[src/rtl/shift_reg_param.sv]
// ---------------------------------------------------------------------------
// shift_reg_param
//
// LED shift/rotate engine. A free-running tick divider produces a one-cycle
// shift strobe every DIV unpaused cycles; on each strobe the W-bit pattern is
// shifted or rotated according to the current mode. Four raw push-button
// keys are synchronised and edge-detected on chip.
//
// Ports:
//   clk   in   1    system clock, all state on its rising edge
//   rst   in   1    asynchronous active-low reset
//   key   in   4    raw active-high buttons:
//                     [0] serial data, [1] mode advance (rising edge),
//                     [2] clear (rising edge), [3] pause (level)
//   led   out  W    current pattern register
//   cnt   out  CW   tick divider value (CW = max(1, $clog2(DIV)))
//   en    out  1    one-cycle shift strobe
//   mode  out  2    current mode: 0 SHIFT_L, 1 SHIFT_R, 2 ROT_L, 3 ROT_R
//
// The mode output is the mode FSM state register itself, so the FSM state
// is always observable from outside the block.
// ---------------------------------------------------------------------------
module shift_reg_param #(
    parameter int W   = 8,
    parameter int DIV = 4,
    localparam int CW = (DIV > 2) ? $clog2(DIV) : 1
) (
    input  logic          clk,
    input  logic          rst,
    input  logic [3:0]    key,
    output logic [W-1:0]  led,
    output logic [CW-1:0] cnt,
    output logic          en,
    output logic [1:0]    mode
);

    typedef enum logic [1:0] {
        SHIFT_L = 2'd0,
        SHIFT_R = 2'd1,
        ROT_L   = 2'd2,
        ROT_R   = 2'd3
    } mode_t;

    localparam logic [CW-1:0] CNT_MAX = CW'(DIV - 1);

    // Two-flop synchroniser for every key.
    logic [3:0]    key_m_q;     // first (metastability) stage
    logic [3:0]    key_s_q;     // synchronised key levels
    // Edge-detect stage; only the two edge-triggered keys (mode, clear)
    // need a delayed copy.
    logic [2:1]    key_d_q;

    logic [W-1:0]  led_q,  led_d;
    logic [CW-1:0] cnt_q,  cnt_d;
    mode_t         mode_q, mode_d;

    logic          rise_mode;
    logic          rise_clr;
    logic          pause;
    logic          data_in;
    logic          en_c;

    always_comb begin
        rise_mode = key_s_q[1] & ~key_d_q[1];
        rise_clr  = key_s_q[2] & ~key_d_q[2];
        pause     = key_s_q[3];
        data_in   = key_s_q[0];

        // Decoded purely from flops so the strobe is glitch-free and exactly
        // one cycle wide.
        en_c = (cnt_q == CNT_MAX) & ~pause;

        // Divider: clear wins over pause, pause holds, otherwise wrap count.
        cnt_d = cnt_q;
        if (rise_clr) begin
            cnt_d = '0;
        end else if (!pause) begin
            cnt_d = (cnt_q == CNT_MAX) ? '0 : cnt_q + CW'(1);
        end

        // Pattern: clear wins over a coincident shift. The shift always uses
        // the registered (old) mode, so a mode change on a strobe cycle only
        // affects the following tick.
        led_d = led_q;
        if (rise_clr) begin
            led_d = '0;
        end else if (en_c) begin
            case (mode_q)
                SHIFT_L: led_d = {led_q[W-2:0], data_in};
                SHIFT_R: led_d = {data_in, led_q[W-1:1]};
                ROT_L:   led_d = {led_q[W-2:0], led_q[W-1]};
                ROT_R:   led_d = {led_q[0], led_q[W-1:1]};
                default: led_d = led_q;
            endcase
        end

        // Mode FSM: cyclic advance on each mode-key rising edge only.
        mode_d = mode_q;
        if (rise_mode) begin
            case (mode_q)
                SHIFT_L: mode_d = SHIFT_R;
                SHIFT_R: mode_d = ROT_L;
                ROT_L:   mode_d = ROT_R;
                ROT_R:   mode_d = SHIFT_L;
                default: mode_d = SHIFT_L;
            endcase
        end
    end

    always_ff @(posedge clk or negedge rst) begin
        if (!rst) begin
            key_m_q <= '0;
            key_s_q <= '0;
            key_d_q <= '0;
            led_q   <= '0;
            cnt_q   <= '0;
            mode_q  <= SHIFT_L;
        end else begin
            key_m_q <= key;
            key_s_q <= key_m_q;
            key_d_q <= key_s_q[2:1];
            led_q   <= led_d;
            cnt_q   <= cnt_d;
            mode_q  <= mode_d;
        end
    end

    assign led  = led_q;
    assign cnt  = cnt_q;
    assign en   = en_c;
    assign mode = mode_q;

endmodule

[config.mk]
export PLATFORM = sky130hd
export DESIGN_NAME = shift_reg_param
export DESIGN_NICKNAME = d
export VERILOG_FILES = /design/src/rtl/shift_reg_param.sv
export SDC_FILE = /design/constraint.sdc
export NUM_CORES = 1
export LEC_CHECK = 0
export CORE_UTILIZATION = 51
export DETAILED_ROUTE_END_ITERATION = 10
export HOLD_SLACK_MARGIN = 0.03
export PLACE_DENSITY = 0.91
export SYNTH_ARGS = -nofsm -noshare
export SYNTH_HDL_FRONTEND = slang
export SYNTH_SLANG_ARGS = --single-unit
[constraint.sdc]
create_clock -name clk -period 4.5 [get_ports clk]
set_clock_uncertainty 0.2 [all_clocks]
set_input_delay 0.675 -clock clk [delete_from_list [all_inputs] [get_ports clk]]
set_output_delay 0.675 -clock clk [all_outputs]
set_load 0.02 [all_outputs]
# --- Yosys cells after proc, flatten, opt, wreduce, memory -nomap -nowiden ---
# Index checks and enable logic that the tools add are counted.
classes:
  add_sub_neg: 1
  eq_ne: 5
  n_mux: 7
  bitwise_logic: 6
  reduce_logical: 2
op_table:
  columns: ["operator", "count"]
  rows:
  - ["8-bit case mux with 4 select lines", 1]
  - ["8-bit two-way mux", 2]
  - ["2-bit case mux with 4 select lines", 1]
  - ["2-bit == test, second input constant", 3]
  - ["2-bit two-way mux", 3]
  - ["1-bit bitwise AND", 3]
  - ["1-bit NOT", 3]
  - ["2-bit by 1-bit adder with 2-bit output, second input constant", 1]
  - ["2-bit by 1-bit == test with 1-bit output, second input constant", 1]
  - ["2-bit zero test", 1]
  - ["2-bit by 1-bit != test with 1-bit output, second input constant", 1]
  - ["2-bit nonzero test", 1]
word_totals:
  regBits: 22
  in_bits: 6
  out_inout_bits: 13
  wordCells: 27

# --- Longest topological paths before layout ---
# Gate-level depths: netlist (run 1).
logic_depth:
  word_depth: 4
  mapped_depth: 6
  mapped_depth_nobuf: 5

# --- Worst setup path before layout (run 1) ---
# No wires, ideal clock.
synth_path:
  path_kind: "reg2out"
  start: "register cnt_q[0] (netlist: cnt[0])"
  end: "output en"
  arrival_ps: 947
  t_required_ps: 3625
  path_slack_ps: 2678
  stages_incl_launch_ff: 3
  n_path_buf: 0
  cell_sequence: "dfrtp_1 > ha_1 > nor2b_2"
synth_between:
  elab_chain_cells: 2
synth_rtl:
  columns: ["element", "line_no", "rtl"]
  rows:
  - ["start: declaration", "54", "logic [CW-1:0] cnt_q, cnt_d;"]
  - ["start signal: assignment", "123", "cnt_q <= cnt_d;"]
  - ["2-bit == test", "71", "en_c = (cnt_q == CNT_MAX) & ~pause;"]
  - ["1-bit bitwise AND", "71", null]
  - ["end: declaration", "33", "output logic en,"]
# Every way passes these cells.

# --- Worst setup path after layout (run 1) ---
# Ends and elaborated chain as after synthesis.

==> reports/results.ini, run 1 <==
[route]
drt_iter0_drc=8
vias=582
avgRoutedWirePerCell_um=14.9
route.detailed.drc=3
via_per_inst=5.88
firstDrtPassIters=6
routed_wl_um=1480
antenna_left=0

[power_and_ir_drop]
power_leakage_nw=0.483
powerDensity_mw_per_mm2=506
p_total_w=0.000566
peakVddDrop_uv=308

[cells_and_area]
fin_nets=95
area_growth_pct=26.8
drive_gt1_frac=0.0843
fillers=110
final_common_cell=dfrtp_1
mostFrequentLayoutCells=dfrtp_1, clkdlybuf4s50_1, o2bb2ai_1, a22oi_1, ha_1
diodes=0

[job]
cap_violations=0

[timing]
rsz0062_at_grt=no
fin_setup_tns_ns=0
fin_ws_ns=1.91
fin_hold_ws_ns=0.167
relSlewSlack=0.389
hold_violations=0
post-route-min-period_ns=2.59
fmax_mhz=386
maxSlewViolCount=0
worstMarginPinSlew_ns=0.914
setup_viol=0
period_share=0.576

[setup_path]
start_kind=register
worstSetupPathType=reg -> out
end_kind=output pin
cp_max_fo=4
critical_path_required_ns=3.62
cp.arrival_ns=1.72

[yosys]
syn-num-nets=74
synthTopCellsByArea=dfrtp_1, o2bb2ai_1, ha_1, a22oi_1, nand2b_1
synth_top_area_cell=dfrtp_1
synth_warnings=0
syn_avg_cell_area_um2=14.0
seq_area_frac_synth=0.623
synth-seq-cells=22
synth_top_area_share=0.623
syn_area_um2=883
ys_types=22
synthesis.instances=63

[clock_network]
cts.clk_slew.worst_paths_ns=0.12
ctsResizeCount=0
clock_sinks=22
cts_buffers=3
insertion_delay_ns=0.30
ctsHoldBuffers=0
htreeDepth=1
post-cts-setup-buffers=0
cts_root_buffer=clkbuf_4
cts_max_path_buffers=2
tritoncts=built

[global_routing]
grt_max_degree=23
grt_pass1_vias=602
overflow=0
grt_usage=0.185
antenna_found_initial=0
grt_pass1_wl_um=2560

[die]
die_y_um=43.6
dieWidth_um=43.6
start_util=0.567
die_area_mm2=0.00190
io_pins=19
rows=14
core_area_mm2=0.00156

[worst_hold_path]
hp-class=reg -> reg

[placement]
hpwl_um=1070
pre_cts_ws_ns=2.24
portBuffers=18
place_congestion=0.781

[status]
outcome=complete, but fails checks
violations=DRC

-- logic make-up after synthesis --
kind of cell / count (synthesis) / synth area share
buffers and inverters: 4 / 0.0269
multiplexers: 2 / 0.0241
XOR/XNOR: 1 / 0.00992
AND/OR/NAND/NOR: 10 / 0.0694
adder cells (fa/ha/maj): 5 / 0.0708
AO/OA/AOI/OAI: 19 / 0.176
flip-flops: 22 / 0.623
-- sequential cells by signal, summed over array words and instances (netlist names) --
signal   cells
cnt          2
key_d_q      2
key_m_q      4
key_s_q      4
led          8
mode         2
-- routing by layer --
| layer | GRT usage | share of wire | vias to the layer above |
|---|---|---|---|
| met2 | 0.310 | 0.51 | 13 |
| met4 | 0.100 | 0.0041 | 0 |
| li1 | - | - | 273 |
| met1 | 0.224 | 0.45 | 294 |
| met3 | 0.0375 | 0.034 | 2 |
| met5 | 0 | 0 | - |
-- worst paths after layout --
check	start	end	slack, ns	cells past startpoint
max	cnt[0]$_DFFE_PN0P_	en	1.91	3
min	key_m_q[2]$_DFF_PN0_	key_s_q[2]$_DFF_PN0_	0.17	0
max reg2reg	mode[0]$_DFFE_PN0P_	led[2]$_DFFE_PN0P_	2.73	5
min reg2reg	key_m_q[2]$_DFF_PN0_	key_s_q[2]$_DFF_PN0_	0.17	0
max in group asynchronous	rst	key_m_q[0]$_DFF_PN0_	2.87	1
min in group asynchronous	rst	led[5]$_DFFE_PN0P_	0.68	1
-- cells in the mapped netlist --
cell / n
dfrtp_1: 22
o2bb2ai_1: 8
a22oi_1: 7
ha_1: 5
inv_1: 2
nand2b_1: 2
nor2_1: 2
a21oi_1: 1
a221oi_1: 1
a2bb2oi_1: 1
and3b_1: 1
buf_2: 1
buf_6: 1
mux2_1: 1
mux2i_1: 1
nor2_2: 1
nor2b_1: 1
nor2b_2: 1
nor3_1: 1
o21ba_2: 1
or2_1: 1
xor2_1: 1
-- metrics by stage --
stage          area [um^2]  utilization  cells
5_1_grt               1120        0.718     99
4_1_cts               1120        0.718     99
2_1_floorplan          883            -     63
3_5_place_dp          1070        0.685     95
3_3_place_gp          1070        0.685     95
6_report              1120        0.718     99
-- power breakdown --
part           switching, W  internal, W  leakage, nW
Combinational      0.000101    0.0000800        0.178
Sequential        0.0000198     0.000220        0.276
Clock             0.0000561    0.0000900       0.0279
Total              0.000176     0.000390        0.483
-- area by class of cell --
class | instances | area (um^2) | area share
inverters | 2 | 7.51 | 0.00670
flip-flops and latches | 22 | 551 | 0.492
clock buffers | 3 | 22.5 | 0.0201
repair buffers | 18 | 180 | 0.161
well taps | 16 | 20.0 | 0.0179
clock inverters | 1 | 30.0 | 0.0268
multi-input cells | 37 | 309 | 0.276
-- critical path, cell delays in order, from the launching register on --
cell and delay (ns):
dfrtp_1 0.40, ha_1 0.15, nor2b_2 0.21, clkdlybuf4s50_1 0.65
No activity file was read; power rests on OpenSTA's default activity.
==> inputs of run 2 (changes only) <==
--- a/config.mk
+++ b/config.mk
@@ -5,10 +5,10 @@
 export SDC_FILE = /design/constraint.sdc
 export NUM_CORES = 1
 export LEC_CHECK = 0
-export CORE_UTILIZATION = 51
+export CORE_UTILIZATION = 48
 export DETAILED_ROUTE_END_ITERATION = 10
 export HOLD_SLACK_MARGIN = 0.03
-export PLACE_DENSITY = 0.91
+export PLACE_DENSITY = 0.87
 export SYNTH_ARGS = -nofsm -noshare
 export SYNTH_HDL_FRONTEND = slang
 export SYNTH_SLANG_ARGS = --single-unit
==> constraint.sdc (replaced) <==
create_clock -name clk -period 2.5 [get_ports clk]
set_clock_uncertainty 0.2 [all_clocks]
set_input_delay 0.375 -clock clk [delete_from_list [all_inputs] [get_ports clk]]
set_output_delay 0.375 -clock clk [all_outputs]
set_load 0.02 [all_outputs]
==> reports/results.ini, run 2 (synthesized netlist as in run 1, its figures left out) <==
[global_routing]
grt_max_degree=23
antenna_found_initial=0
grt_pass1_vias=570
grt_usage=0.179
grt_pass1_wl_um=2490
overflow=0

[setup_path]
critPathMaxStageDelay_ns=0.63
slowest_stage=clkdlybuf4s50_1
cp_max_fo=4
critical_path_required_ns=1.92
path_cells=ha_1, nor2b_2, clkdlybuf4s50_1
path_delay_family=buffers and inverters
end_kind=output pin
rr_worst_depth=5
rrSetupSlack_ns=0.74
start_kind=register
crit_buf_inv=1
cp.arrival_ns=1.70
worst-path-stages=3
worstSetupPathType=reg -> out

[cells_and_area]
drive_gt1_frac=0.0952
multiInputGateArea_um2=309
area_growth_pct=27.1
layout.area.seq_um2=551
fillers=143
final_common_cell=dfrtp_1
diodes=0
utilization=0.650
mostFrequentLayoutCells=dfrtp_1, clkdlybuf4s50_1, o2bb2ai_1, a22oi_1, ha_1
largest_reg_flops=8
fin_nets=96

[job]
cap_violations=0

[clock_network]
htreeDepth=1
post-cts-setup-buffers=0
insertion_delay_ns=0.30
tritoncts=built
ctsResizeCount=0
clock_sinks=22
cts_max_path_buffers=2
cts_buffers=3
cts.clk_slew.worst_paths_ns=0.11
cts_root_buffer=clkbuf_4
ctsHoldBuffers=0

[timing]
relSlewSlack=0.778
maxSlewViolCount=0
fin_setup_tns_ns=0
fin_hold_ws_ns=0.160
fmax_mhz=439
period_share=0.911
hold_violations=0
worstMarginPinSlew_ns=0.333
post-route-min-period_ns=2.28
setup_viol=0
rsz0062_at_grt=no

[die]
die_area_mm2=0.00202
die_y_um=44.9
core_area_mm2=0.00173
dieWidth_um=44.9
io_pins=19
start_util=0.512
rows=15

[worst_hold_path]
hold_depth=0
hp-class=reg -> reg

[power_and_ir_drop]
p_total_w=0.000953
peakVddDrop_uv=513
power_leakage_nw=0.481
powerDensity_mw_per_mm2=849

[status]
outcome=completed

[route]
vias=580
routed_wl_um=1480
drt_iter0_drc=10
antenna_left=0
firstDrtPassIters=4
avgRoutedWirePerCell_um=13.6
via_per_inst=5.32
route.detailed.drc=0

[placement]
hpwl_um=1030
portBuffers=18
place_congestion=0.775

-- run 2: cell count changes in the layout (fill, tap and decap cells not counted) --
| cell | delta |
|---|---|
| buf_4 | +1 |
| bufinv_16 | -1 |
| clkbuf_8 | +1 |
-- run 2: through the flow --
step	setup slack (ns)	area (um^2)	std cells
3_5_place_dp	0.557	1090	105
5_1_grt	0.112	1120	109
2_1_floorplan	0.753	883	63
3_3_place_gp	0.610	1090	105
4_1_cts	0.207	1120	109
6_report	0.223	1120	109
-- run 2: layer usage --
metal / up-vias / GRT usage / wire length, um
met2: 19 / 0.309 / 786
met3: 2 / 0.0360 / 62
met1: 287 / 0.213 / 614
met5: - / 0 / 0
met4: 0 / 0.0909 / 14
li1: 272 / - / -
-- run 2: area by class of cell --
class                      instances  area share
clock buffer                       4      0.0323
tap                               25      0.0279
timing repair buffer              19       0.167
multi-input combinational         37       0.275
inverter                           2     0.00669
sequential                        22       0.491
-- run 2: worst paths after layout --
| kind | from | end |
|---|---|---|
| setup / recovery | cnt[0]$_DFFE_PN0P_ | en |
| hold / removal | key_m_q[3]$_DFF_PN0_ | key_s_q[3]$_DFF_PN0_ |
| setup reg to reg | mode[0]$_DFFE_PN0P_ | led[3]$_DFFE_PN0P_ |
| hold reg to reg | key_m_q[3]$_DFF_PN0_ | key_s_q[3]$_DFF_PN0_ |
| max in group asynchronous | rst | key_m_q[3]$_DFF_PN0_ |
| min in group asynchronous | rst | led[0]$_DFFE_PN0P_ |
-- run 2: power breakdown --
group	internal, W	switching (W)
clock network	0.0000889	0.000100
registers	0.000395	0.0000378
logic	0.000146	0.000185
total	0.000630	0.000323
==> inputs of run 3 (changes only) <==
--- a/config.mk
+++ b/config.mk
@@ -5,10 +5,11 @@
 export SDC_FILE = /design/constraint.sdc
 export NUM_CORES = 1
 export LEC_CHECK = 0
-export CORE_UTILIZATION = 48
+export CORE_UTILIZATION = 40
 export DETAILED_ROUTE_END_ITERATION = 10
 export HOLD_SLACK_MARGIN = 0.03
-export PLACE_DENSITY = 0.87
+export PLACE_DENSITY = 0.76
+export RECOVER_POWER = 25
 export SYNTH_ARGS = -nofsm -noshare
 export SYNTH_HDL_FRONTEND = slang
 export SYNTH_SLANG_ARGS = --single-unit
==> reports/results.ini, run 3 (synthesized netlist as in run 1, its figures left out) <==
[route]
avgRoutedWirePerCell_um=12.3
antenna_left=0
routed_wl_um=1370
route.detailed.drc=0
vias=587
firstDrtPassIters=4
via_per_inst=5.29
drt_iter0_drc=13

[worst_hold_path]
hp-class=reg -> reg

[setup_path]
start_kind=register
cp.arrival_ns=1.68
crit_buf_inv=1
critical_path_required_ns=1.92
path_cells=ha_1, nor2b_2, clkdlybuf4s50_1
worstSetupPathType=reg -> out
end_kind=output pin
path_delay_family=buffers and inverters
slowest_stage=clkdlybuf4s50_1
cp_max_fo=4
critPathMaxStageDelay_ns=0.63

[cells_and_area]
fin_nets=96
final_common_cell=dfrtp_1
mostFrequentLayoutCells=dfrtp_1, clkdlybuf4s50_1, o2bb2ai_1, a22oi_1
diodes=0
area_growth_pct=28.8
drive_gt1_frac=0.0833
largest_reg_flops=8

[die]
dieWidth_um=49.0
core_area_mm2=0.00202
die_y_um=49.0
io_pins=19
die_area_mm2=0.00240
rows=16
start_util=0.437

[timing]
setup_viol=0
period_share=0.902
post-route-min-period_ns=2.25
hold_violations=0
rsz0062_at_grt=no
relSlewSlack=0.251
fin_setup_tns_ns=0
fin_ws_ns=0.246
fmax_mhz=444
maxSlewViolCount=0
worstMarginPinSlew_ns=1.12

[placement]
place_congestion=0.757
portBuffers=18
hpwl_um=1010
pre_cts_ws_ns=0.575

[clock_network]
ctsHoldBuffers=0
cts_buffers=3
cts_root_buffer=clkbuf_4
insertion_delay_ns=0.30
htreeDepth=1
ctsResizeCount=0
cts_max_path_buffers=2
post-cts-setup-buffers=0
cts.clk_slew.worst_paths_ns=0.12
clock_sinks=22
tritoncts=built

[power_and_ir_drop]
intPower_w=0.000700
power.switching_w=0.000315
p_sw_frac=0.311
p_seq_frac=0.425
powerDensity_mw_per_mm2=892
pwr-share-comb=0.315
clockPowerShare=0.260
peakVddDrop_uv=579
power_leakage_nw=0.485

[global_routing]
overflow=0
grt_pass1_vias=588
grt_pass1_wl_um=2660
grt_usage=0.147
antenna_found_initial=0
grt_max_degree=23

[status]
outcome=completed

[job]
cap_violations=0

run 3: cell type report:
cell class / instances / area (um^2)
clock buffer: 3 / 22.5
clock inverter: 1 / 30.0
fill: 171 / 885
inverter: 2 / 7.51
multi-input combinational: 37 / 309
sequential: 22 / 551
tap: 27 / 33.8
timing repair buffer: 19 / 184
run 3: layer usage:
metal,track usage,routed length [um]
met5,0,0
met3,0.0467,70
met1,0.181,621
met2,0.245,663
met4,0.0441,12
run 3: through the flow:
step,power (W),hold slack (ns),instances,utilization,area [um^2]
2_1_floorplan,0.000659,-0.121,63,-,883
3_3_place_gp,0.000756,0.132,107,0.538,1090
3_5_place_dp,0.000763,0.139,107,0.538,1090
4_1_cts,0.00103,0.167,111,0.564,1140
5_1_grt,0.00108,0.173,111,0.563,1140
6_report,0.00101,0.162,111,0.563,1140
run 3: power by group through the flow:
| stage | Sequential, W | Combinational, W | Clock (W) |
|---|---|---|---|
| final | 0.000432 | 0.000320 | 0.000264 |
| after global routing | 0.000440 | 0.000356 | 0.000286 |
| after CTS | 0.000433 | 0.000326 | 0.000270 |
| after detailed placement | 0.000440 | 0.000323 | 0 |
| after global placement | 0.000437 | 0.000318 | 0 |
| after floorplan | 0.000474 | 0.000185 | 0 |
run 3: worst paths after layout:
path | startpoint | to | slack, ns | cells after the start
max in group asynchronous | rst | key_d_q[2]$_DFF_PN0_ | 0.84 | 2
worst max register to register | mode[0]$_DFFE_PN0P_ | led[6]$_DFFE_PN0P_ | 0.79 | 5
min in group asynchronous | rst | mode[0]$_DFFE_PN0P_ | 0.60 | 2
worst max-delay path | cnt[0]$_DFFE_PN0P_ | en | 0.25 | 3
worst min-delay path | key_m_q[3]$_DFF_PN0_ | key_s_q[3]$_DFF_PN0_ | 0.16 | 0
worst min register to register | key_m_q[3]$_DFF_PN0_ | key_s_q[3]$_DFF_PN0_ | 0.16 | 0
